--- config.mk ---
export PLATFORM = sky130hd
export DESIGN_NAME = instr_encoder_flat
export DESIGN_NICKNAME = d
export VERILOG_FILES = /design/src/rtl/instr_encoder_if.sv /design/src/rtl/instr_encoder.sv /design/src/flat_wrapper.sv
export SDC_FILE = /design/constraint.sdc
export NUM_CORES = 1
export LEC_CHECK = 0
export ABC_CLOCK_PERIOD_IN_PS = 2530
export BUFFER_PORTS_ARGS = -buffer_cell sky130_fd_sc_hd__buf_4
export CORE_MARGIN = 2
export CORE_UTILIZATION = 30
export CTS_CLUSTER_DIAMETER = 30
export CTS_CLUSTER_SIZE = 16
export DETAILED_ROUTE_END_ITERATION = 8
export GPL_TIMING_DRIVEN = 0
export PLACE_DENSITY = 0.55
export SLEW_MARGIN = 10
export SYNTH_ARGS = -nofsm -noshare
export SYNTH_HDL_FRONTEND = slang
export SYNTH_SLANG_ARGS = --single-unit
--- constraint.sdc ---
create_clock -name clk_i -period 2.53 [get_ports clk_i]
set_clock_uncertainty 0.05 [all_clocks]
set_input_delay 0.506 -clock clk_i [delete_from_list [all_inputs] [get_ports clk_i]]
set_output_delay 0.506 -clock clk_i [all_outputs]
set_load 0.02 [all_outputs]
--- src/rtl/instr_encoder_if.sv ---
// Handshake and instruction-memory write bus of the MIPS-subset instruction encoder.
// The slave side is the encoder; the master side is the stimulus/boot source.
interface instr_encoder_if #(
    parameter int ADDR_W = 8
);
    logic              in_valid_i;
    logic              in_ready_o;
    logic [3:0]        op_sel_i;
    logic [4:0]        rs_i;
    logic [4:0]        rt_i;
    logic [4:0]        rd_i;
    logic [15:0]       imm_i;
    logic [25:0]       target_i;
    logic              flush_i;
    logic              mem_we_o;
    logic [31:0]       mem_addr_o;
    logic [31:0]       mem_data_o;
    logic [ADDR_W:0]   count_o;
    logic              full_o;
    logic              err_o;

    modport slave (
        input  in_valid_i, op_sel_i, rs_i, rt_i, rd_i, imm_i, target_i, flush_i,
        output in_ready_o, mem_we_o, mem_addr_o, mem_data_o, count_o, full_o, err_o
    );

    modport master (
        output in_valid_i, op_sel_i, rs_i, rt_i, rd_i, imm_i, target_i, flush_i,
        input  in_ready_o, mem_we_o, mem_addr_o, mem_data_o, count_o, full_o, err_o
    );
endinterface

--- src/rtl/instr_encoder.sv ---
// Encodes one symbolic MIPS-subset instruction per handshake into a 32-bit word and
// writes it to instruction memory at an auto-incrementing word address.
module instr_encoder #(
    parameter int ADDR_W = 8
) (
    input  logic            clk_i,
    input  logic            rst_i,
    instr_encoder_if.slave  bus
);
    typedef enum logic [0:0] {
        ST_LOAD = 1'b0,
        ST_FULL = 1'b1
    } state_t;

    localparam logic [ADDR_W:0] DEPTH_C = {1'b1, {ADDR_W{1'b0}}};

    state_t          state_r;
    logic [ADDR_W:0] wr_ptr_r;
    logic            full_r;
    logic            err_r;
    logic            mem_we_r;
    logic [31:0]     mem_addr_r;
    logic [31:0]     mem_data_r;

    logic            in_ready_s;
    logic            accept_s;
    logic            legal_s;
    logic [31:0]     enc_s;
    logic [ADDR_W:0] ptr_inc_s;
    logic [ADDR_W:0] off_s;
    logic [31:0]     off_ext_s;

    function automatic logic [31:0] r_type(input logic [4:0] rs, input logic [4:0] rt,
                                           input logic [4:0] rd, input logic [5:0] funct);
        return {6'h00, rs, rt, rd, 5'd0, funct};
    endfunction

    function automatic logic [31:0] i_type(input logic [5:0] op, input logic [4:0] rs,
                                           input logic [4:0] rt, input logic [15:0] imm);
        return {op, rs, rt, imm};
    endfunction

    // Handshake: ready only out of reset, not flushing and not full.
    always_comb begin
        in_ready_s = rst_i & ~bus.flush_i & ~full_r;
        accept_s   = bus.in_valid_i & in_ready_s;
    end

    // Encode the presented mnemonic; BEQ offset is relative to the slot after this word.
    always_comb begin
        ptr_inc_s = wr_ptr_r + {{ADDR_W{1'b0}}, 1'b1};
        off_s     = {1'b0, bus.target_i[ADDR_W-1:0]} - ptr_inc_s;
        off_ext_s = {{(31-ADDR_W){off_s[ADDR_W]}}, off_s};
        legal_s   = 1'b1;
        enc_s     = 32'h0000_0000;
        case (bus.op_sel_i)
            4'd0:    enc_s = r_type(bus.rs_i, bus.rt_i, bus.rd_i, 6'h20);
            4'd1:    enc_s = r_type(bus.rs_i, bus.rt_i, bus.rd_i, 6'h22);
            4'd2:    enc_s = r_type(bus.rs_i, bus.rt_i, bus.rd_i, 6'h24);
            4'd3:    enc_s = r_type(bus.rs_i, bus.rt_i, bus.rd_i, 6'h25);
            4'd4:    enc_s = r_type(bus.rs_i, bus.rt_i, bus.rd_i, 6'h2A);
            4'd5:    enc_s = r_type(bus.rs_i, 5'd0, 5'd0, 6'h08);
            4'd6:    enc_s = i_type(6'h08, bus.rs_i, bus.rt_i, bus.imm_i);
            4'd7:    enc_s = i_type(6'h0A, bus.rs_i, bus.rt_i, bus.imm_i);
            4'd8:    enc_s = i_type(6'h04, bus.rs_i, bus.rt_i, off_ext_s[15:0]);
            4'd9:    enc_s = i_type(6'h23, bus.rs_i, bus.rt_i, bus.imm_i);
            4'd10:   enc_s = i_type(6'h2B, bus.rs_i, bus.rt_i, bus.imm_i);
            4'd11:   enc_s = {6'h02, bus.target_i};
            4'd12:   enc_s = {6'h03, bus.target_i};
            default: begin
                legal_s = 1'b0;
                enc_s   = 32'h0000_0000;
            end
        endcase
    end

    // Load FSM, write pointer and registered memory-write outputs.
    always_ff @(posedge clk_i) begin
        if (!rst_i) begin
            state_r    <= ST_LOAD;
            wr_ptr_r   <= {(ADDR_W+1){1'b0}};
            full_r     <= 1'b0;
            err_r      <= 1'b0;
            mem_we_r   <= 1'b0;
            mem_addr_r <= 32'h0000_0000;
            mem_data_r <= 32'h0000_0000;
        end else begin
            mem_we_r <= 1'b0;
            if (bus.flush_i) begin
                state_r  <= ST_LOAD;
                wr_ptr_r <= {(ADDR_W+1){1'b0}};
                full_r   <= 1'b0;
            end else begin
                case (state_r)
                    ST_LOAD: begin
                        if (accept_s && legal_s) begin
                            mem_we_r   <= 1'b1;
                            mem_addr_r <= {{(29-ADDR_W){1'b0}}, wr_ptr_r, 2'b00};
                            mem_data_r <= enc_s;
                            wr_ptr_r   <= ptr_inc_s;
                            if (ptr_inc_s == DEPTH_C) begin
                                state_r <= ST_FULL;
                                full_r  <= 1'b1;
                            end
                        end else if (accept_s) begin
                            err_r <= 1'b1;
                        end
                    end
                    ST_FULL: full_r <= 1'b1;
                    default: begin
                        state_r <= ST_LOAD;
                        full_r  <= 1'b0;
                    end
                endcase
            end
        end
    end

    assign bus.in_ready_o = in_ready_s;
    assign bus.mem_we_o   = mem_we_r;
    assign bus.mem_addr_o = mem_addr_r;
    assign bus.mem_data_o = mem_data_r;
    assign bus.count_o    = wr_ptr_r;
    assign bus.full_o     = full_r;
    assign bus.err_o      = err_r;
endmodule

--- src/flat_wrapper.sv ---
// flat-port wrapper written by rule: the top's interface ports become plain ports
module instr_encoder_flat 
#(
    parameter int ADDR_W = 8
)
  (clk_i, rst_i, bus_in_valid_i, bus_op_sel_i, bus_rs_i, bus_rt_i, bus_rd_i, bus_imm_i, bus_target_i, bus_flush_i, bus_in_ready_o, bus_mem_we_o, bus_mem_addr_o, bus_mem_data_o, bus_count_o, bus_full_o, bus_err_o);
  instr_encoder_if #(.ADDR_W(ADDR_W)) bus_i ();
  input  logic clk_i;
  input  logic rst_i;
  input wire logic [$bits(bus_i.in_valid_i)-1:0] bus_in_valid_i;
  input wire logic [$bits(bus_i.op_sel_i)-1:0] bus_op_sel_i;
  input wire logic [$bits(bus_i.rs_i)-1:0] bus_rs_i;
  input wire logic [$bits(bus_i.rt_i)-1:0] bus_rt_i;
  input wire logic [$bits(bus_i.rd_i)-1:0] bus_rd_i;
  input wire logic [$bits(bus_i.imm_i)-1:0] bus_imm_i;
  input wire logic [$bits(bus_i.target_i)-1:0] bus_target_i;
  input wire logic [$bits(bus_i.flush_i)-1:0] bus_flush_i;
  output wire logic [$bits(bus_i.in_ready_o)-1:0] bus_in_ready_o;
  output wire logic [$bits(bus_i.mem_we_o)-1:0] bus_mem_we_o;
  output wire logic [$bits(bus_i.mem_addr_o)-1:0] bus_mem_addr_o;
  output wire logic [$bits(bus_i.mem_data_o)-1:0] bus_mem_data_o;
  output wire logic [$bits(bus_i.count_o)-1:0] bus_count_o;
  output wire logic [$bits(bus_i.full_o)-1:0] bus_full_o;
  output wire logic [$bits(bus_i.err_o)-1:0] bus_err_o;
  assign bus_i.in_valid_i = bus_in_valid_i;
  assign bus_i.op_sel_i = bus_op_sel_i;
  assign bus_i.rs_i = bus_rs_i;
  assign bus_i.rt_i = bus_rt_i;
  assign bus_i.rd_i = bus_rd_i;
  assign bus_i.imm_i = bus_imm_i;
  assign bus_i.target_i = bus_target_i;
  assign bus_i.flush_i = bus_flush_i;
  assign bus_in_ready_o = bus_i.in_ready_o;
  assign bus_mem_we_o = bus_i.mem_we_o;
  assign bus_mem_addr_o = bus_i.mem_addr_o;
  assign bus_mem_data_o = bus_i.mem_data_o;
  assign bus_count_o = bus_i.count_o;
  assign bus_full_o = bus_i.full_o;
  assign bus_err_o = bus_i.err_o;
  instr_encoder #(.ADDR_W(ADDR_W)) u_core (.clk_i(clk_i), .rst_i(rst_i), .bus(bus_i));
endmodule
==> impl_metrics.toml <==
[sta]
rsz0062_at_grt = "true"
relSlewSlack_pct = 48.5
post-route-period-util_pct = 106
hold_viol_final = 0
max_freq_mhz = 373
hold_ws_ps = 416
tns_ps = -923
finalSetupViolCount = 8
layout_setup_ws_ps = -150
tightest_slew_ps = 770
min_period_ps = 2680
maxSlewViolCount = 0

[status]
outcome = "finished with violations"
violations = "setup timing"

[finish]
antenna_cells = 0
area_growth_pct = 43.5
multi_input_area_um2 = 2220
regArea_um2 = 1070
layout-drive-gt1-share_pct = 33.7
finalNetCount = 670
fin_util_pct = 44.1
final_cells = 740
fillCellCount = 1156

[placed_design]
dp.cells = 716
port-buffer-count = 114
routabilityCongestion = 0.857
dp_hpwl_um = 8720
dp_slack_ps = -427

[synth]
yosys.area.top_type_share_pct = 30.4
syn_inst = 436
synth_top_cell_by_area = "dfxtp_1"
synth.distinct_cells = 59
synth_edf_count = 0
synth-seq-cells = 53
ys_top_cells_by_area = "dfxtp_1 (30%), nand2_1 (6.3%), buf_4 (5.4%)"
synth_most_common_cell = "nand2_1"
yosysSeqAreaShare_pct = 30.4
yosys_warnings = 0
avgSynthCellArea_um2 = 8.00
async_reset_ff_share_pct = 0
synth_area_um2 = 3490
yosys-top-cells-count = "nand2_1 (59), dfxtp_1 (53), a21oi_1 (35)"
synth_ff_type = "dfxtp_1"

[floorplan]
die_y_um = 112
ioPinCount = 142
core_area_um2 = 11400
start_util_pct = 30.7
die-area_um2 = 12500
floorplan.rows = 39
dieWidth_um = 112

[worst_setup_path]
crit_family = "adder cells"
cpPeakStageDelay_ps = 370
critical_path_peak_fanout = 6
cpMaxStageDelayCell = "dfxtp_4"
path_cells = "ha_4 -> nand3_4 -> xor2_1 -> ha_1 -> o21ai_1 -> a21oi_2 -> or2_4 -> maj3_2 -> a21o_1 -> a211oi_4 -> buf_6 -> a31oi_4"
crit_buf_inv = 1
cp_data_required_time_ps = 2650
start_kind = "register"
crit_type = "reg -> reg"
endpoint_kind = "register"
crit_arrival_ps = 2800

[route]
drc = 0
initialDrtViolationCount = 226
wl_per_cell_um = 15.7
via_count = 3738
detail_route.first_pass.iterations = 7
routed_wl_um = 11600
postRouteAntennaNets = 0
routed_via_density = 5.05

[run]
maxCapViolCount = 0

[worst_hold_path]
holdCritPathClass = "reg -> reg"

[grt]
grt_max_degree = 16
grt_pass1_vias = 3540
track_usage_pct = 18.4
grt-ovfl-total = 0
grt_first_pass_wirelength_um = 18600
grt_antenna_before_repair = 0

[clocking]
hold_buffers = 0
clk_latency_ps = 290
clockBufferDepth = 2
cts_max_level = 2
cts_num_sinks = 53
clk_pin_slew_ps = 70
cts_tree = "yes"
cts-root-buf = "clkbuf_16"
cts_buffers = 5

[pwr]
ir_worst_vdd_mv = 0.287
leakage_nw = 2.24
power.density_nw_per_um2 = 413
## cell usage in the layout, fill, tap and decap left out, types with 13 or more instances in the layout
cell	Yosys	routed
a221oi_1	17	17
a21oi_1	35	33
buf_4	25	154
dfxtp_1	53	49
nor2_1	29	29
conb_1	1	24
nand2_1	59	59
o21ai_0	26	23
clkbuf_1	22	20
o211a_1	13	13
## repair_timing
item                                    CTS  global route
buffers inserted                         15             2
pin swaps                                10             7
resized for setup                         8            15
endpoints found under the setup margin    9            36
## state kept, by name, indices dropped and copies added, names as in the netlist
register,cells
u_core.bus.count_o,9
u_core.bus.mem_we_o,1
u_core.bus.full_o,1
u_core.bus.err_o,1
u_core.bus.mem_data_o,31
u_core.bus.mem_addr_o,9
u_core.state_r,1
## final timing paths
path,end,slack [ps],startpoint,cells after the start
setup reg to reg,u_core.bus.mem_data_o[14]$_SDFFE_PN0P_,-150,u_core.bus.count_o[0]$_SDFFE_PP0P_,12
setup / recovery,u_core.bus.mem_data_o[14]$_SDFFE_PN0P_,-150,u_core.bus.count_o[0]$_SDFFE_PP0P_,12
hold reg to reg,u_core.bus.mem_addr_o[9]$_SDFFE_PN0P_,420,u_core.bus.mem_addr_o[9]$_SDFFE_PN0P_,2
hold / removal,u_core.bus.mem_addr_o[9]$_SDFFE_PN0P_,420,u_core.bus.mem_addr_o[9]$_SDFFE_PN0P_,2
## final cells by class
type / instances / share of cell area, %
multi-input cells: 338 / 44.4
clock buffers: 7 / 2.65
flip-flops and latches: 53 / 21.4
well taps: 143 / 3.57
inverters: 11 / 0.824
repair buffers: 131 / 19.8
clock inverters: 1 / 0.150
plain buffers: 56 / 7.22
## kinds of logic (layout without fill, tap and decap cells)
logic type / after synthesis / count (layout) / synth area share [%]
flip-flops: 53 / 53 / 30.4
other: 1 / 24 / 0.107
buffers and inverters: 68 / 206 / 11.7
AND/OR/NAND/NOR: 132 / 132 / 17.2
AO/OA/AOI/OAI: 149 / 149 / 30.5
XOR/XNOR: 20 / 20 / 5.45
adder cells (fa/ha/maj): 11 / 11 / 4.05
multiplexers: 2 / 2 / 0.574
## metal layers
| layer | vias up | track usage [%] | wire length (um) | part of all wire (%) |
|---|---|---|---|---|
| met5 | - | 0 | 0 | 0 |
| li1 | 1855 | - | - | - |
| met2 | 165 | 31.3 | 5560 | 48 |
| met4 | 0 | 3.87 | 107 | 0.92 |
| met3 | 11 | 4.25 | 982 | 8.4 |
| met1 | 1707 | 23.9 | 4980 | 43 |
## where the power goes
group / switching, W / internal (W) / total (W) / leakage [nW]
Sequential: 0.0000134 / 0.000856 / 0.000869 / 0.433
Combinational: 0.000281 / 0.000228 / 0.000509 / 1.75
Clock: 0.000321 / 0.000369 / 0.000690 / 0.0641
## through the flow
stage                     power, W  area [um2]
final                      0.00207        5010
after global routing       0.00217        5010
after CTS                  0.00207        4940
after detailed placement   0.00138        4650
after global placement     0.00137        4650
after floorplan            0.00118        3610
## worst reg2reg max path, stage by stage, from the launching register on
cell	delay, ps
dfxtp_4	370
ha_4	180
nand3_4	70
xor2_1	150
ha_1	290
o21ai_1	100
a21oi_2	50
or2_4	220
maj3_2	350
a21o_1	200
a211oi_4	250
buf_6	180
a31oi_4	90
Power figures use the tool's default switching activity.
